`src/rtl/dmem_mmio_bridge_pkg.sv`:
```
// rtl/dmem_mmio_bridge_pkg.sv - shared MMIO map, STATUS layout and reset constants for dmem_mmio_bridge
// Contents:
//   MMIO_BASE_BIT  address bit that selects the MMIO region
//   OFF_*          MMIO register offsets, decoded on DMEM_addr[3:2]
//   ST_*           STATUS register bit positions
//   MTIMECMP_RST   MTIMECMP reset value (timer interrupt parked off)
//   status_word()  packs the STATUS read value
package dmem_mmio_bridge_pkg;

    localparam int MMIO_BASE_BIT = 31;

    localparam logic [1:0] OFF_TX_DATA  = 2'd0;
    localparam logic [1:0] OFF_STATUS   = 2'd1;
    localparam logic [1:0] OFF_MTIME    = 2'd2;
    localparam logic [1:0] OFF_MTIMECMP = 2'd3;

    localparam int ST_FULL      = 0;
    localparam int ST_EMPTY     = 1;
    localparam int ST_OVERFLOW  = 2;
    localparam int ST_COUNT_LSB = 3;
    localparam int ST_COUNT_W   = 5;

    localparam logic [31:0] MTIMECMP_RST = 32'hFFFF_FFFF;

    function automatic logic [31:0] status_word(
        input logic                  full,
        input logic                  empty,
        input logic                  overflow,
        input logic [ST_COUNT_W-1:0] count
    );
        logic [31:0] w;
        w                              = '0;
        w[ST_FULL]                     = full;
        w[ST_EMPTY]                    = empty;
        w[ST_OVERFLOW]                 = overflow;
        w[ST_COUNT_LSB +: ST_COUNT_W]  = count;
        return w;
    endfunction

endpackage

```
`src/rtl/dmem_mmio_bridge_sync_fifo.sv`:
```
// rtl/dmem_mmio_bridge_sync_fifo.sv - single-clock FIFO used as the console TX queue
// Ports:
//   clk, rst_n           clock, asynchronous active-low reset (pointers and count only)
//   push, push_data      write request and data; ignored when full unless popping too
//   pop                  read request; ignored when empty
//   head_data            entry at the read pointer
//   full, empty, count   occupancy status
// DEPTH must be a power of two, at least 2, so the pointers wrap naturally.
module sync_fifo #(
    parameter int WIDTH = 8,
    parameter int DEPTH = 4
) (
    input  logic                       clk,
    input  logic                       rst_n,
    input  logic                       push,
    input  logic [WIDTH-1:0]           push_data,
    input  logic                       pop,
    output logic [WIDTH-1:0]           head_data,
    output logic                       full,
    output logic                       empty,
    output logic [$clog2(DEPTH):0]     count
);

    localparam int AW = $clog2(DEPTH);

    logic [WIDTH-1:0] mem [DEPTH];
    logic [AW-1:0]    wr_ptr;
    logic [AW-1:0]    rd_ptr;
    logic             do_push;
    logic             do_pop;

    assign full      = (count == (AW+1)'(DEPTH));
    assign empty     = (count == '0);
    assign head_data = mem[rd_ptr];

    // A pop frees a slot in the same cycle, so a full FIFO still accepts a
    // push alongside a pop; an empty FIFO cannot pop, so push-with-pop only pushes.
    assign do_pop  = pop & ~empty;
    assign do_push = push & (~full | do_pop);

    always_ff @(posedge clk) begin
        if (do_push) begin
            mem[wr_ptr] <= push_data;
        end
    end

    always_ff @(posedge clk or negedge rst_n) begin
        if (!rst_n) begin
            wr_ptr <= '0;
            rd_ptr <= '0;
            count  <= '0;
        end else begin
            if (do_push) begin
                wr_ptr <= wr_ptr + 1'b1;
            end
            if (do_pop) begin
                rd_ptr <= rd_ptr + 1'b1;
            end
            case ({do_push, do_pop})
                2'b10:   count <= count + 1'b1;
                2'b01:   count <= count - 1'b1;
                default: count <= count;
            endcase
        end
    end

endmodule

```
`src/rtl/dmem_mmio_bridge.sv`:
```
// rtl/dmem_mmio_bridge.sv - core data-memory port split into a RAM window and an MMIO block
// Ports:
//   Clk, Reset_n                          clock, asynchronous active-low reset
//   DMEM_addr/wr_data/wr_en/rst           core data port; DMEM_rst clears the next read beat
//   DMEM_rd_data                          read data, one cycle after the address
//   ram_addr/ram_wr_data/ram_wr_en        RAM request, combinational from the core port
//   ram_rd_data                           RAM read data, one cycle after ram_addr
//   tx_data/tx_valid/tx_ready             console byte stream from the TX FIFO head
//   Timer_irq                             registered MTIME >= MTIMECMP
module dmem_mmio_bridge
    import dmem_mmio_bridge_pkg::*;
#(
    parameter int FIFO_DEPTH = 4,
    parameter int RAM_AW     = 10
) (
    input  logic              Clk,
    input  logic              Reset_n,
    input  logic [31:0]       DMEM_addr,
    input  logic [31:0]       DMEM_wr_data,
    input  logic              DMEM_wr_en,
    input  logic              DMEM_rst,
    output logic [31:0]       DMEM_rd_data,
    output logic [RAM_AW-1:0] ram_addr,
    output logic [31:0]       ram_wr_data,
    output logic              ram_wr_en,
    input  logic [31:0]       ram_rd_data,
    output logic [7:0]        tx_data,
    output logic              tx_valid,
    input  logic              tx_ready,
    output logic              Timer_irq
);

    localparam int CW = $clog2(FIFO_DEPTH) + 1;

    logic          is_mmio;
    logic [1:0]    mmio_off;
    logic          mmio_wr;
    logic          wr_tx;
    logic          wr_status;
    logic          wr_mtime;
    logic          wr_mtimecmp;
    logic          tx_pop;
    logic          fifo_full;
    logic          fifo_empty;
    logic [CW-1:0] fifo_count;
    logic          ovf_set;
    logic          overflow;
    logic [31:0]   mtime;
    logic [31:0]   mtimecmp;
    logic [31:0]   mmio_rd_next;
    logic [31:0]   mmio_rd_q;
    logic          sel_mmio_q;
    logic          rd_live_q;
    logic          unused_addr_bits;

    assign is_mmio  = DMEM_addr[MMIO_BASE_BIT];
    assign mmio_off = DMEM_addr[3:2];

    // Upper offset bits are not decoded, so the four registers alias across the MMIO region.
    assign unused_addr_bits = ^{DMEM_addr[30:RAM_AW+2], DMEM_addr[1:0]};

    assign ram_addr    = DMEM_addr[RAM_AW+1:2];
    assign ram_wr_data = DMEM_wr_data;
    assign ram_wr_en   = DMEM_wr_en & ~is_mmio;

    assign mmio_wr     = DMEM_wr_en & is_mmio;
    assign wr_tx       = mmio_wr & (mmio_off == OFF_TX_DATA);
    assign wr_status   = mmio_wr & (mmio_off == OFF_STATUS);
    assign wr_mtime    = mmio_wr & (mmio_off == OFF_MTIME);
    assign wr_mtimecmp = mmio_wr & (mmio_off == OFF_MTIMECMP);

    assign tx_valid = ~fifo_empty;
    assign tx_pop   = tx_valid & tx_ready;

    // The byte is only lost when the FIFO is full and nothing leaves this cycle.
    assign ovf_set  = wr_tx & fifo_full & ~tx_pop;

    sync_fifo #(
        .WIDTH (8),
        .DEPTH (FIFO_DEPTH)
    ) u_tx_fifo (
        .clk       (Clk),
        .rst_n     (Reset_n),
        .push      (wr_tx),
        .push_data (DMEM_wr_data[7:0]),
        .pop       (tx_pop),
        .head_data (tx_data),
        .full      (fifo_full),
        .empty     (fifo_empty),
        .count     (fifo_count)
    );

    always_comb begin
        mmio_rd_next = '0;
        case (mmio_off)
            OFF_TX_DATA:  mmio_rd_next = {24'b0, tx_data};
            OFF_STATUS:   mmio_rd_next = status_word(fifo_full, fifo_empty, overflow,
                                                     ST_COUNT_W'(fifo_count));
            OFF_MTIME:    mmio_rd_next = mtime;
            OFF_MTIMECMP: mmio_rd_next = mtimecmp;
            default:      mmio_rd_next = '0;
        endcase
    end

    always_ff @(posedge Clk or negedge Reset_n) begin
        if (!Reset_n) begin
            overflow   <= 1'b0;
            mtime      <= '0;
            mtimecmp   <= MTIMECMP_RST;
            Timer_irq  <= 1'b0;
            sel_mmio_q <= 1'b0;
            mmio_rd_q  <= '0;
            rd_live_q  <= 1'b0;
        end else begin
            // Set wins over a same-cycle software clear.
            if (ovf_set) begin
                overflow <= 1'b1;
            end else if (wr_status && DMEM_wr_data[ST_OVERFLOW]) begin
                overflow <= 1'b0;
            end
            mtime <= wr_mtime ? DMEM_wr_data : mtime + 32'd1;
            if (wr_mtimecmp) begin
                mtimecmp <= DMEM_wr_data;
            end
            Timer_irq  <= (mtime >= mtimecmp);
            sel_mmio_q <= is_mmio;
            mmio_rd_q  <= DMEM_rst ? '0 : mmio_rd_next;
            rd_live_q  <= ~DMEM_rst;
        end
    end

    // rd_live_q also forces zero during reset, when ram_rd_data is not under our control.
    assign DMEM_rd_data = !rd_live_q ? '0 : (sel_mmio_q ? mmio_rd_q : ram_rd_data);

endmodule

```
`config.mk`:
```
export PLATFORM = sky130hd
export DESIGN_NAME = dmem_mmio_bridge
export DESIGN_NICKNAME = d
export VERILOG_FILES = /design/src/rtl/dmem_mmio_bridge_pkg.sv /design/src/rtl/dmem_mmio_bridge_sync_fifo.sv /design/src/rtl/dmem_mmio_bridge.sv
export SDC_FILE = /design/constraint.sdc
export NUM_CORES = 1
export LEC_CHECK = 0
export BUFFER_PORTS_ARGS = -buffer_cell sky130_fd_sc_hd__clkbuf_2
export CORE_MARGIN = 2
export CORE_UTILIZATION = 59
export CTS_CLUSTER_DIAMETER = 40
export DETAILED_ROUTE_END_ITERATION = 16
export GPL_TIMING_DRIVEN = 1
export PLACE_DENSITY = 0.86
export SYNTH_ARGS = -nofsm -noshare
export SYNTH_HDL_FRONTEND = slang
export SYNTH_SLANG_ARGS = --single-unit
```
`constraint.sdc`:
```
create_clock -name Clk -period 3 [get_ports Clk]
set_input_delay 0.6 -clock Clk [delete_from_list [all_inputs] [get_ports Clk]]
set_output_delay 0.6 -clock Clk [all_outputs]
set_load 0.005 [all_outputs]
```
# Word level (Yosys, flattened, before mapping)
# Memories as Yosys holds them, arrays and structs flattened.
# Cells that the tools add are included.
# totals
ff_bits	107
mem_bits_rw	32
word_cells	55
mem_count	1
# classes
addsub	5
order_cmp	1
eq_ne	6
mux	10
n_bitwise	17
n_reduce_logical	5
# mem_list
name	words	word_bits	rd	rd_ports_with_merged_regs	wr	line	rtl
u_tx_fifo.mem	4	8	1	0	1	dmem_mmio_bridge_sync_fifo.sv:26	logic [WIDTH-1:0] mem [DEPTH];
# op_table
operator	count
two-way mux 32 bit	4
case mux 32 bit (4 select lines)	1
adder 32 x 1 -> 32 bit, second input constant	1
greater-or-equal comparator 32 bit	1
bitwise AND 1 bit	11
== test 2 bit, second input constant	3
case mux 3 bit (2 select lines)	1
inverter 1 bit	5
adder 2 x 1 -> 2 bit, second input constant	2
== test 2 x 1 -> 1 bit, second input constant	2
two-way mux 1 bit	4
nonzero test 2 bit	2
adder 3 x 1 -> 3 bit, second input constant	1
== test 3 bit, second input constant	1
zero test 3 bit	1
subtractor 3 x 1 -> 3 bit, second input constant	1
zero test 2 bit	1
logical AND 1 bit	1
OR 1 bit	1

# Depth between registers and ports, before layout
# depth
ltp_word	8
depth_mapped	9
mapped_depth_nobuf	9

# By module
# A second synthesis with hierarchy kept.
# hier_totals
cells_unflattened	701
hier_area_um2	7856.3
# by_module_without_submodules
module	instances	cells_per_inst	area_per_inst_um2	seq_area_each_um2
dmem_mmio_bridge	1	611	6173.4	2542.4
sync_fifo	1	90	1682.9	1136.1

# Least setup slack after synthesis
# Ideal clock, no wire load.
# synth_path
path_kind	input port to flip-flop
from	input port DMEM_addr[2]
to	register u_tx_fifo.count[2]
arrival_ns	1.975
required_time_ns	2.877
slack_ns	0.902
cell_stages	8
path_buffers	1
path_cell_list	clkbuf_1 -> nor2_1 -> nor2_1 -> inv_1 -> fa_1 -> nor3b_1 -> a21oi_1 -> xnor2_1
# synth_via
elab_chain_cells	5
elab_cells_between_ends	7
# synth_lines
item	line	rtl
from (decl)	dmem_mmio_bridge.sv:18	input logic [31:0] DMEM_addr,
zero test 2 bit (*)	dmem_mmio_bridge.sv:67	assign wr_tx = mmio_wr & (mmio_off == OFF_TX_DATA);
bitwise AND 1 bit (*)	dmem_mmio_bridge.sv:67	
bitwise AND 1 bit (*)	dmem_mmio_bridge_sync_fifo.sv:39	assign do_push = push & (~full | do_pop);
== test 2 x 1 -> 1 bit or == test 2 bit (tied branches)	dmem_mmio_bridge_sync_fifo.sv:59	case ({do_push, do_pop})
case mux 3 bit (2 select lines) or nonzero test 2 bit (tied branches)	n/a	
to (signal assigned)	dmem_mmio_bridge_sync_fifo.sv:60	2'b10: count <= count + 1'b1;
to (signal assigned)	dmem_mmio_bridge_sync_fifo.sv:61	2'b01: count <= count - 1'b1;
to (signal assigned)	dmem_mmio_bridge_sync_fifo.sv:62	default: count <= count;
to (decl)	dmem_mmio_bridge_sync_fifo.sv:21	output logic [$clog2(DEPTH):0] count
# Mark *: on every way between the ends. The rest lies on a longest branch, timed or not.
# A chain may end at the register's enable or synchronous reset.

# Worst setup path in the final report
# layout_path
from	register mtime[0]
to	register Timer_irq
# layout_via
elab_chain_cells	1
# layout_lines
item	line	rtl
from (decl)	dmem_mmio_bridge.sv:48	logic [31:0] mtime;
from (signal assigned)	dmem_mmio_bridge.sv:121	mtime <= wr_mtime ? DMEM_wr_data : mtime + 32'd1;
greater-or-equal comparator 32 bit	dmem_mmio_bridge.sv:125	Timer_irq <= (mtime >= mtimecmp);
to (signal assigned)	dmem_mmio_bridge.sv:125	
to (decl)	dmem_mmio_bridge.sv:30	output logic Timer_irq
# Every way passes these cells.

==> summary.md <==
| Metric | Value |
|---|---|
| Mapped cell area | 0.00777 mm² |
| Clock share of power | 33.5% |
| Logic pwr share | 26.7% |
| Yosys cell types | 48 |
| Synth Register Bits | 139 |
| R2R setup slack | 0.27 ns |
| Static leakage power | 4.15 nW |
| Crit path largest cell delay | 0.87 ns |
| Slew @ Worst Pin | 0.961 ns |
| Gr usage total | 27.4% |
| Post-cts hold buffer count | 0 |
| Post_cts resized | 0 |
| Post-Synthesis Cells | 689 |
| FFs w/ async S/R, synth | 77.0% |
| Critical path launch point type | flop |
| Pin count of the biggest net entering global routing | 62 |
| Starting density of the core | 61.1% |
| CP Class | reg2reg |
| Post-Syn Nets | 828 |
| Clock sink count | 139 |
| Net switching power | 2.28 mW |
| P&R area growth vs syn | 16.4% |
| Max Fclk | 366 MHz |
| R2R cell count | 7 |
| Worst IR drop on VDD | 331 µV |
| Highest-count cells in the layout ignoring fill and taps | clkbuf_2 (147), dfrtp_1 (74), nor2_1 (67), mux2i_1 (57), inv_1 (49) |
| Max Slew Vio Count | 0 |
| Worst-path fanout max | 6 |
| 1st-iter DRT viols | 430 |
| Routability cong. | 0.866 |
| Via count | 5668 |
| Pwr dens | 790 mW/mm² |
| Fill cells | 829 |
| Sw frac | 31.9% |
| Most common cell after layout, fill and taps aside | clkbuf_2 |
| 1st-pass router iterations | 5 |
| Post-synth EDFFs | 32 |
| Req. time, crit path | 3.29 ns |
| Nets | 933 |
| Hold WC Path Type | in2async |
| Vias in the first global route | 6070 |
| Post-DP Area | 0.00836 mm² |
| Layout Utilization | 71.1% |
| Ys flop type | dfrtp_1 |
| Maximum clock insertion buffer count | 2 |
| Htree depth | 4 |
| Hpwl dp | 12200 µm |
| Synth warn | 0 |
| RR Endpoint | Timer_irq |
| Multi-input gate area | 0.00346 mm² |
| Avg Cell Area, Syn | 11.3 µm² |
| Final period utilization | 91.1% |
| Storage element area | 0.00368 mm² |
| CTS tree | yes |
| Post-place setup slack | 0.590 ns |
| Fin Hold WS | 0.251 ns |
| Post-route ant nets | 0 |
| Final Hold Fails | 0 |
| Die Span X | 119 µm |
| RSZ-0062 raised after global routing | no |
| Clock Pin Slew Worst Setup and Hold Paths | 0.06 ns |
| Core area | 0.0127 mm² |
| Initial antenna violation count | 0 |
| Seq/Total Area, Yosys | 47.3% |
| Status | finished, final reports clean |
| Setup WS post-layout | 0.268 ns |
| RR Startpoint | mtime[0] |
| Die area | 0.0141 mm² |
| Crit path DAT | 3.02 ns |
| I/O pin cnt | 186 |
| CP cell instances | inv_1, ha_1, nand2b_1, a2111oi_0, o311ai_0, o31ai_1, o2111ai_1 |
| Die Height | 119 µm |
| Tmin final | 2.73 ns |
| Rows | 41 |
| Vias per std cell | 5.79 |
| Drt drc | 0 |
| # diodes | 0 |
| Grt total ovfl | 0 |
| Clock latency on the worst-skew pair | 0.43 ns |
| Max Cap Viol | 0 |
| WL final | 18400 µm |
| Crit path max-delay cell type | a2111oi_0 |
| Relative slew slack | 34.3% |
| Fin area | 0.00904 mm² |
| Number of port buffers | 148 |
| Fraction of layout cells with a size suffix above 1 | 35.1% |
| Setup TNS | 0 ns |
| Area share of the largest cell type after synthesis | 24.1% |
| Area leader, netlist | dfrtp_1 |
| First-pass GRT wire length | 30200 µm |
| CTS root buffer | clkbuf_16 |
| Internal | 4.87 mW |
| Sequential share of power | 39.8% |
| Final setup fails | 0 |
| Top post-synthesis cells by area | dfrtp_1 (24%), edfxtp_1 (12%), dfstp_2 (11%) |
| Routed len/inst | 18.8 µm |
| Setup repair bufs after CTS | 0 |
| Crit path capture type | flop |
| Skew final | 0.00583 ns |
| CTS Buf Count | 17 |
==> stage by stage <==
step           cells  power [mW]
4_1_cts          979        7.14
3_5_place_dp     947        4.68
3_3_place_gp     947        4.51
5_1_grt          979        7.50
2_1_floorplan    689        4.07
6_report         979        7.15
==> power by group through the flow <==
stage / logic (mW) / registers [mW] / clock network [mW]
floorplan: 1.42 / 2.65 / 0
global placement: 1.71 / 2.80 / 0
detailed placement: 1.83 / 2.85 / 0
CTS: 1.90 / 2.83 / 2.40
global route: 2.12 / 2.89 / 2.48
finish: 1.91 / 2.85 / 2.40
==> how the worst max path moves through the flow <==
stage                               to          from  slack (ns)
floorplan           u_tx_fifo.count[2]  DMEM_addr[2]        0.90
global placement    u_tx_fifo.count[2]  DMEM_addr[3]        0.69
detailed placement           Timer_irq      mtime[0]        0.59
CTS                          Timer_irq      mtime[0]        0.33
global route                 Timer_irq      mtime[0]        0.19
finish                       Timer_irq      mtime[0]        0.27
==> metal layers <==
layer  wire (µm)  GRT usage [%]  up-vias
met5           0              0        -
met4         663           14.2        0
met3        1190           5.84       61
met2        9400           47.5      250
met1        7190           31.9     2798
li1            -              -     2559
==> flip-flops by register name, indices dropped and copies added (netlist names) <==
name	cells
mmio_rd_q	32
mtime	32
mtimecmp	32
u_tx_fifo.mem	32
u_tx_fifo.count	3
u_tx_fifo.rd_ptr	2
u_tx_fifo.wr_ptr	2
Timer_irq	1
overflow	1
rd_live_q	1
sel_mmio_q	1
==> final cells by class <==
cell class	instances	share of cell area, %
inverter	49	2.03
clock buffer	21	5.62
tap	172	2.38
sequential	139	40.7
timing repair buffer	157	9.10
clock inverter	11	1.95
multi-input combinational	430	38.2
==> cells in the mapped netlist (all sizes together) (4+ instances only) <==
cell type,count
a21oi,45
and2,11
and4,4
buf,54
clkbuf,17
dfrtp,75
dfstp,32
edfxtp,32
ha,37
inv,49
mux2,34
mux2i,57
mux4,14
nand2,19
nand3,9
nand4,12
nor2,67
nor2b,34
nor3,13
nor4,7
o21ai,7
xnor2,31
xor2,4
==> worst max-delay path: cells and delay by family (launching register included) <==
family / cells / cell delay [ns]
buffers and inverters: 1 / 0.10
DFF: 1 / 0.45
and+or+nand+nor: 1 / 0.15
AOI/OAI and AO/OA: 4 / 1.60
adders and majority gates: 1 / 0.29
==> kinds of logic after synthesis <==
group	Yosys count	share of synthesized area, %
buffers and inverters	120	8.19
adders and majority gates	38	6.21
and+or+nand+nor	186	13.2
DFF	139	47.3
AOI/OAI and AO/OA	66	4.76
muxes	105	16.3
xor gates and xnor gates	35	3.94
No activity file was read; power rests on OpenSTA's default activity.
